## src/rtl/clk_mux_switch_ctrl.sv

```systemverilog
// Glitch-free clock mux switch controller.
// A select change is wrapped in two gated phases: DRAIN (clock gated, old
// select still applied) and SETTLE (clock gated, new select applied). The
// mux select therefore only moves while the downstream gate is closed, and
// never on the same edge as the gate opens or closes.
module clk_mux_switch_ctrl #(
  parameter int unsigned SettleCycles = 4,
  parameter logic        ResetSel     = 1'b0
) (
  input  logic clk_i,
  input  logic rst_i,
  input  logic req_i,
  input  logic sel_req_i,
  output logic sel_o,
  output logic clk_en_o,
  output logic busy_o,
  output logic ack_o
);

  localparam logic [1:0] ST_IDLE   = 2'd0;
  localparam logic [1:0] ST_DRAIN  = 2'd1;
  localparam logic [1:0] ST_SETTLE = 2'd2;

  // Phase length minus one: the counter is checked for zero before it
  // decrements, so loading N-1 yields exactly N cycles per phase.
  localparam logic [7:0] CNT_LOAD = 8'(SettleCycles - 1);

  logic [1:0] r_state;
  logic [7:0] r_cnt;
  logic       r_sel_lat;
  logic       r_sel;
  logic       r_clk_en;
  logic       r_busy;
  logic       r_ack;

  logic [1:0] w_state_nxt;
  logic [7:0] w_cnt_nxt;
  logic       w_sel_lat_nxt;
  logic       w_sel_nxt;
  logic       w_clk_en_nxt;
  logic       w_busy_nxt;
  logic       w_ack_nxt;
  logic       w_cnt_zero;
  logic [7:0] w_cnt_dec;

  assign w_cnt_zero = (r_cnt == 8'd0);
  // Saturating decrement: the counter never wraps below zero.
  assign w_cnt_dec  = w_cnt_zero ? 8'd0 : (r_cnt - 8'd1);

  // Next-state and next-output decode; every output is then registered so
  // no input reaches an output without passing through a flop.
  always_comb begin
    w_state_nxt   = r_state;
    w_cnt_nxt     = r_cnt;
    w_sel_lat_nxt = r_sel_lat;
    w_sel_nxt     = r_sel;
    w_clk_en_nxt  = r_clk_en;
    w_busy_nxt    = r_busy;
    w_ack_nxt     = 1'b0;

    case (r_state)
      ST_IDLE: begin
        w_clk_en_nxt = 1'b1;
        w_busy_nxt   = 1'b0;
        if (req_i) begin
          if (sel_req_i != r_sel) begin
            // Real switch: close the gate first, select moves later.
            w_sel_lat_nxt = sel_req_i;
            w_cnt_nxt     = CNT_LOAD;
            w_state_nxt   = ST_DRAIN;
            w_clk_en_nxt  = 1'b0;
            w_busy_nxt    = 1'b1;
          end else begin
            // Already on the requested source: acknowledge immediately.
            w_ack_nxt = 1'b1;
          end
        end
      end

      ST_DRAIN: begin
        w_clk_en_nxt = 1'b0;
        w_busy_nxt   = 1'b1;
        if (w_cnt_zero) begin
          // Gate has been closed long enough; flip the mux now.
          w_state_nxt = ST_SETTLE;
          w_sel_nxt   = r_sel_lat;
          w_cnt_nxt   = CNT_LOAD;
        end else begin
          w_cnt_nxt = w_cnt_dec;
        end
      end

      ST_SETTLE: begin
        w_clk_en_nxt = 1'b0;
        w_busy_nxt   = 1'b1;
        if (w_cnt_zero) begin
          // New source has settled; reopen the gate and report completion.
          w_state_nxt  = ST_IDLE;
          w_clk_en_nxt = 1'b1;
          w_busy_nxt   = 1'b0;
          w_ack_nxt    = 1'b1;
        end else begin
          w_cnt_nxt = w_cnt_dec;
        end
      end

      default: begin
        w_state_nxt  = ST_IDLE;
        w_cnt_nxt    = 8'd0;
        w_clk_en_nxt = 1'b1;
        w_busy_nxt   = 1'b0;
      end
    endcase
  end

  // Control state and output flops; reset aborts any sequence in flight.
  always_ff @(posedge clk_i) begin
    if (rst_i) begin
      r_state  <= ST_IDLE;
      r_cnt    <= 8'd0;
      r_sel    <= ResetSel;
      r_clk_en <= 1'b1;
      r_busy   <= 1'b0;
      r_ack    <= 1'b0;
    end else begin
      r_state  <= w_state_nxt;
      r_cnt    <= w_cnt_nxt;
      r_sel    <= w_sel_nxt;
      r_clk_en <= w_clk_en_nxt;
      r_busy   <= w_busy_nxt;
      r_ack    <= w_ack_nxt;
    end
  end

  // Latched target select; only meaningful once a switch has been accepted.
  always_ff @(posedge clk_i) begin
    r_sel_lat <= w_sel_lat_nxt;
  end

  assign sel_o    = r_sel;
  assign clk_en_o = r_clk_en;
  assign busy_o   = r_busy;
  assign ack_o    = r_ack;

endmodule

```

## config.mk

```make
export PLATFORM = sky130hd
export DESIGN_NAME = clk_mux_switch_ctrl
export DESIGN_NICKNAME = d
export VERILOG_FILES = /design/src/rtl/clk_mux_switch_ctrl.sv
export SDC_FILE = /design/constraint.sdc
export NUM_CORES = 1
export LEC_CHECK = 0
export CORE_UTILIZATION = 40
export CTS_CLUSTER_SIZE = 10
export DETAILED_ROUTE_END_ITERATION = 7
export SLEW_MARGIN = 20
export SYNTH_ARGS = -nofsm -noshare
export SYNTH_HDL_FRONTEND = slang
export SYNTH_SLANG_ARGS = --single-unit
```

## constraint.sdc

```tcl
create_clock -name clk_i -period 1.6 [get_ports clk_i]
set_input_delay 0.32 -clock clk_i [delete_from_list [all_inputs] [get_ports clk_i]]
set_output_delay 0.32 -clock clk_i [all_outputs]
set_load 0.05 [all_outputs]
```

==> metrics.md, run 1 <==
| Metric | Value |
|---|---|
| Clock Latency Late Sink | 290 ps |
| Placed Instances | 139 |
| Final Max Slew Viols | 0 |
| Die area | 2300 um2 |
| Worst EP arrival | 1850 ps |
| Reg-to-reg startpoint | r_cnt[0] |
| Syn. warnings | 0 |
| DRT Wirelength | 2140 um |
| Leak | 0.465 nW |
| Port bufs | 7 |
| Critical path's largest stage delay | 340 ps |
| Crit path cell chain | inv_2, ha_4, or3b_4, o21ai_4, buf_6, a2111oi_4, mux2i_1 |
| Crit path launch type | flop |
| Row count | 16 |
| Non-filler cells, final | 148 |
| Initial antenna violation count | 0 |
| Critical path type | reg2reg |
| Detailed-route via count | 823 |
| Commonest cells after routing, fill and taps aside | 26 x buf_4, 10 x dfxtp_1, 8 x o211ai_1 |
| Hold WS | 501 ps |
| Mapped cell area | 843 um2 |
| Deepest clock path buffer count | 2 |
| FF-to-FF setup slack | -30 ps |
| Largest net degree at the start of global routing | 9 |
| H-tree Lvls | 1 |
| First-pass GRT wire length | 3170 um |
| Internal Pwr Total | 1.23 mW |
| Top FF cell, synth | dfxtp_1 |
| Endpoints failing hold | 0 |
| Endpoint class of the critical path | flop |
| Number of enable flip-flop cells after synthesis | 1 |
| FF-to-FF path depth | 7 |
| Core ar. | 1960 um2 |
| Setup violations, final | 5 |
| Total GRT Usage | 20.5% |
| Sequential share of the synthesized area | 36.8% |
| Psw | 960 uW |
| Via density | 5.56 |
| Worst setup margin | -27.4 ps |
| Worst Tran Pin Value | 426 ps |
| Vias in the first global route | 706 |
| Max-slew headroom | 71.6% |
| Drt wl/cell | 14.4 um |
| GPL Wtd Cong | 0.745 |
| Total power | 2.19 mW |
| Clock Skews | 3.98 ps |
| Ys async rst share | 0% |
| Status | finished with violations |
| CTS Sinks | 15 |
| Power Dens Cells | 1780 nW/um2 |
| Clk root buf | clkbuf_4 |
| Post-synthesis compound-gate area fraction | 33.7% |
| Post-DP HPWL | 1410 um |
| Worst min-delay path startpoint | r_sel_lat |
| Final Cycle Share | 102% |
| Worst hold path class | reg2reg |
| R2R Path End | r_cnt[4] |
| Hold EP | sel_o |
| Combinational power share | 64.5% |
| Grt total ovfl | 0 |
| Layout cells sized above 1 | 43.8% |
| Starting density of the core | 43.0% |
| Crit path max fanout | 5 |
| Syn_area_per_cell | 9.27 um2 |
| Cells after Synth | 91 |
| # IOs | 8 |
| Peak VDD IR | 0.882 mV |
| Post-synthesis xor/xnor area fraction | 2.08% |
| Max Clock Freq | 0.614 GHz |
| Post-DRT Antenna Nets | 0 |
| Clock Power Share | 10.2% |
| Largest family of logic cells by synthesized area | compound AO/OA/AOI/OAI gates |
| #FFs+latches synth | 15 |
| Die H | 47.9 um |
| Commonest non-fill, non-tap cell in the layout | buf_4 |
| Crit path time final | 1630 ps |
| Maxcap violations | 0 |
| Nets | 128 |
| Hold-fix buffers, CTS | 0 |
| RSZ-0062 raised after global routing | true |
| Switch share | 43.9% |
| Post-synthesis simple-gate area fraction | 12.5% |
| Post-synth net total | 97 |
| Worst EP required | 1820 ps |
| Number of diodes | 0 |
| First-iteration detailed-routing DRC count | 17 |
| Post-synthesis cell type count | 39 |
| Num CTS Buffers | 3 |
| Clk slew on worst S/H paths | 90 ps |
| Hold depth | 2 |
| Mux cell area share after synthesis | 4.75% |
| Failing checks | negative setup slack |
| CTS tree | yes |
| Die width | 47.9 um |
| CP bufs+invs | 2 |
| Slowest CP cell | dfxtp_2 |
| Layout area overhead | 45.4% |
| Synth Area in Adders | 2.97% |
| Pre-antenna DRT Iters | 4 |
| Flop pwr share | 25.3% |
| Top Family by Delay on Critical Path | compound AO/OA/AOI/OAI gates |
| # DRC | 0 |
## synth_stat cells, drive strengths merged, types with 2 or more instances
cell,n,area (um2)
dfxtp,14,280
inv,9,33.8
a21oi,8,43.8
o211ai,8,60.1
a211oi,5,42.5
o21ai,5,36.3
mux2i,4,40.0
nor2,4,15.0
buf,3,20.0
nand2,3,11.3
a2111o,2,22.5
clkbuf,2,7.51
ha,2,25.0
nor4,2,25.0
o41ai,2,17.5
## logic make-up (layout without fill, tap and decap cells)
logic type      count (synthesis)  after routing
simple gates                   17             17
fa+ha+maj                       2              2
mux                             4              4
xor+xnor                        2              2
buf+inv                        14             44
compound gates                 37             37
flops                          15             15
## timing repair
action / CTS / global route
endpoints found under the setup margin: 10 / 10
resized for setup: 17 / 8
pin swaps: 6 / 4
buffers inserted: 4 / 1
## flip-flops by register name, indices dropped and copies added (netlist names)
register and cells:
sel_o 1, r_state 2, busy_o 1, clk_en_o 1, r_cnt 8, r_sel_lat 1, ack_o 1
## worst max-delay path by stage
| stage | depth (start not counted) | slack, ps | startpoint | end |
|---|---|---|---|---|
| floorplan | 5 | -5 | r_cnt[2] | r_cnt[5] |
| detailed placement | 5 | -510 | sel_req_i | r_cnt[4] |
| CTS | 7 | -50 | r_cnt[0] | r_cnt[4] |
| global route | 7 | -70 | r_cnt[0] | r_cnt[1] |
| finish | 7 | -30 | r_cnt[0] | r_cnt[4] |
| global placement | 5 | -450 | sel_req_i | r_cnt[4] |
## routing by layer
layer	part of all wire (%)	routed length [um]	global-route usage, %
met1	47	998	26.8
met2	48	1040	31.1
met3	2.4	52	3.77
met4	2.3	49	12.2
met5	0	0	0
## worst min-delay path, stage by stage (launching register included)
cell and delay, ps:
edfxtp_1 330, mux2i_1 60, nor2_1 80
## area by class of cell
cell class                      count  area (um2)
Clock buffer                        4        26.3
Fill cell                         193         736
Inverter                            9        33.8
Multi-Input combinational cell     62         568
Sequential cell                    15         318
Tap cell                           27        33.8
Timing Repair Buffer               31         246
## power groups by stage
stage,Clock [mW],Combinational (mW),Sequential (mW)
after detailed placement,0,1.17,0.540
final,0.223,1.41,0.552
after CTS,0.225,1.32,0.543
after floorplan,0,0.719,0.605
after global placement,0,1.16,0.541
after global routing,0.251,1.53,0.565
## stage by stage
stage / utilization [%] / setup slack [ps] / area [um2] / setup TNS [ps]
floorplan: - / -5.26 / 855 / -10.5
global placement: 54.2 / -448 / 1060 / -3310
detailed placement: 54.2 / -515 / 1060 / -4140
CTS: 60.7 / -47.4 / 1190 / -59.0
global route: 62.5 / -70.0 / 1230 / -400
finish: 62.5 / -27.4 / 1230 / -68.9
(Power assumes the default switching activity.)
==> run 2: changes to the inputs <==
--- a/config.mk
+++ b/config.mk
@@ -5,6 +5,7 @@
 export SDC_FILE = /design/constraint.sdc
 export NUM_CORES = 1
 export LEC_CHECK = 0
+export CAP_MARGIN = 15
 export CORE_UTILIZATION = 40
 export CTS_CLUSTER_SIZE = 10
 export DETAILED_ROUTE_END_ITERATION = 7
==> results of run 2 <==
The final DEF is identical to that of run 1; final timing and power are the same.
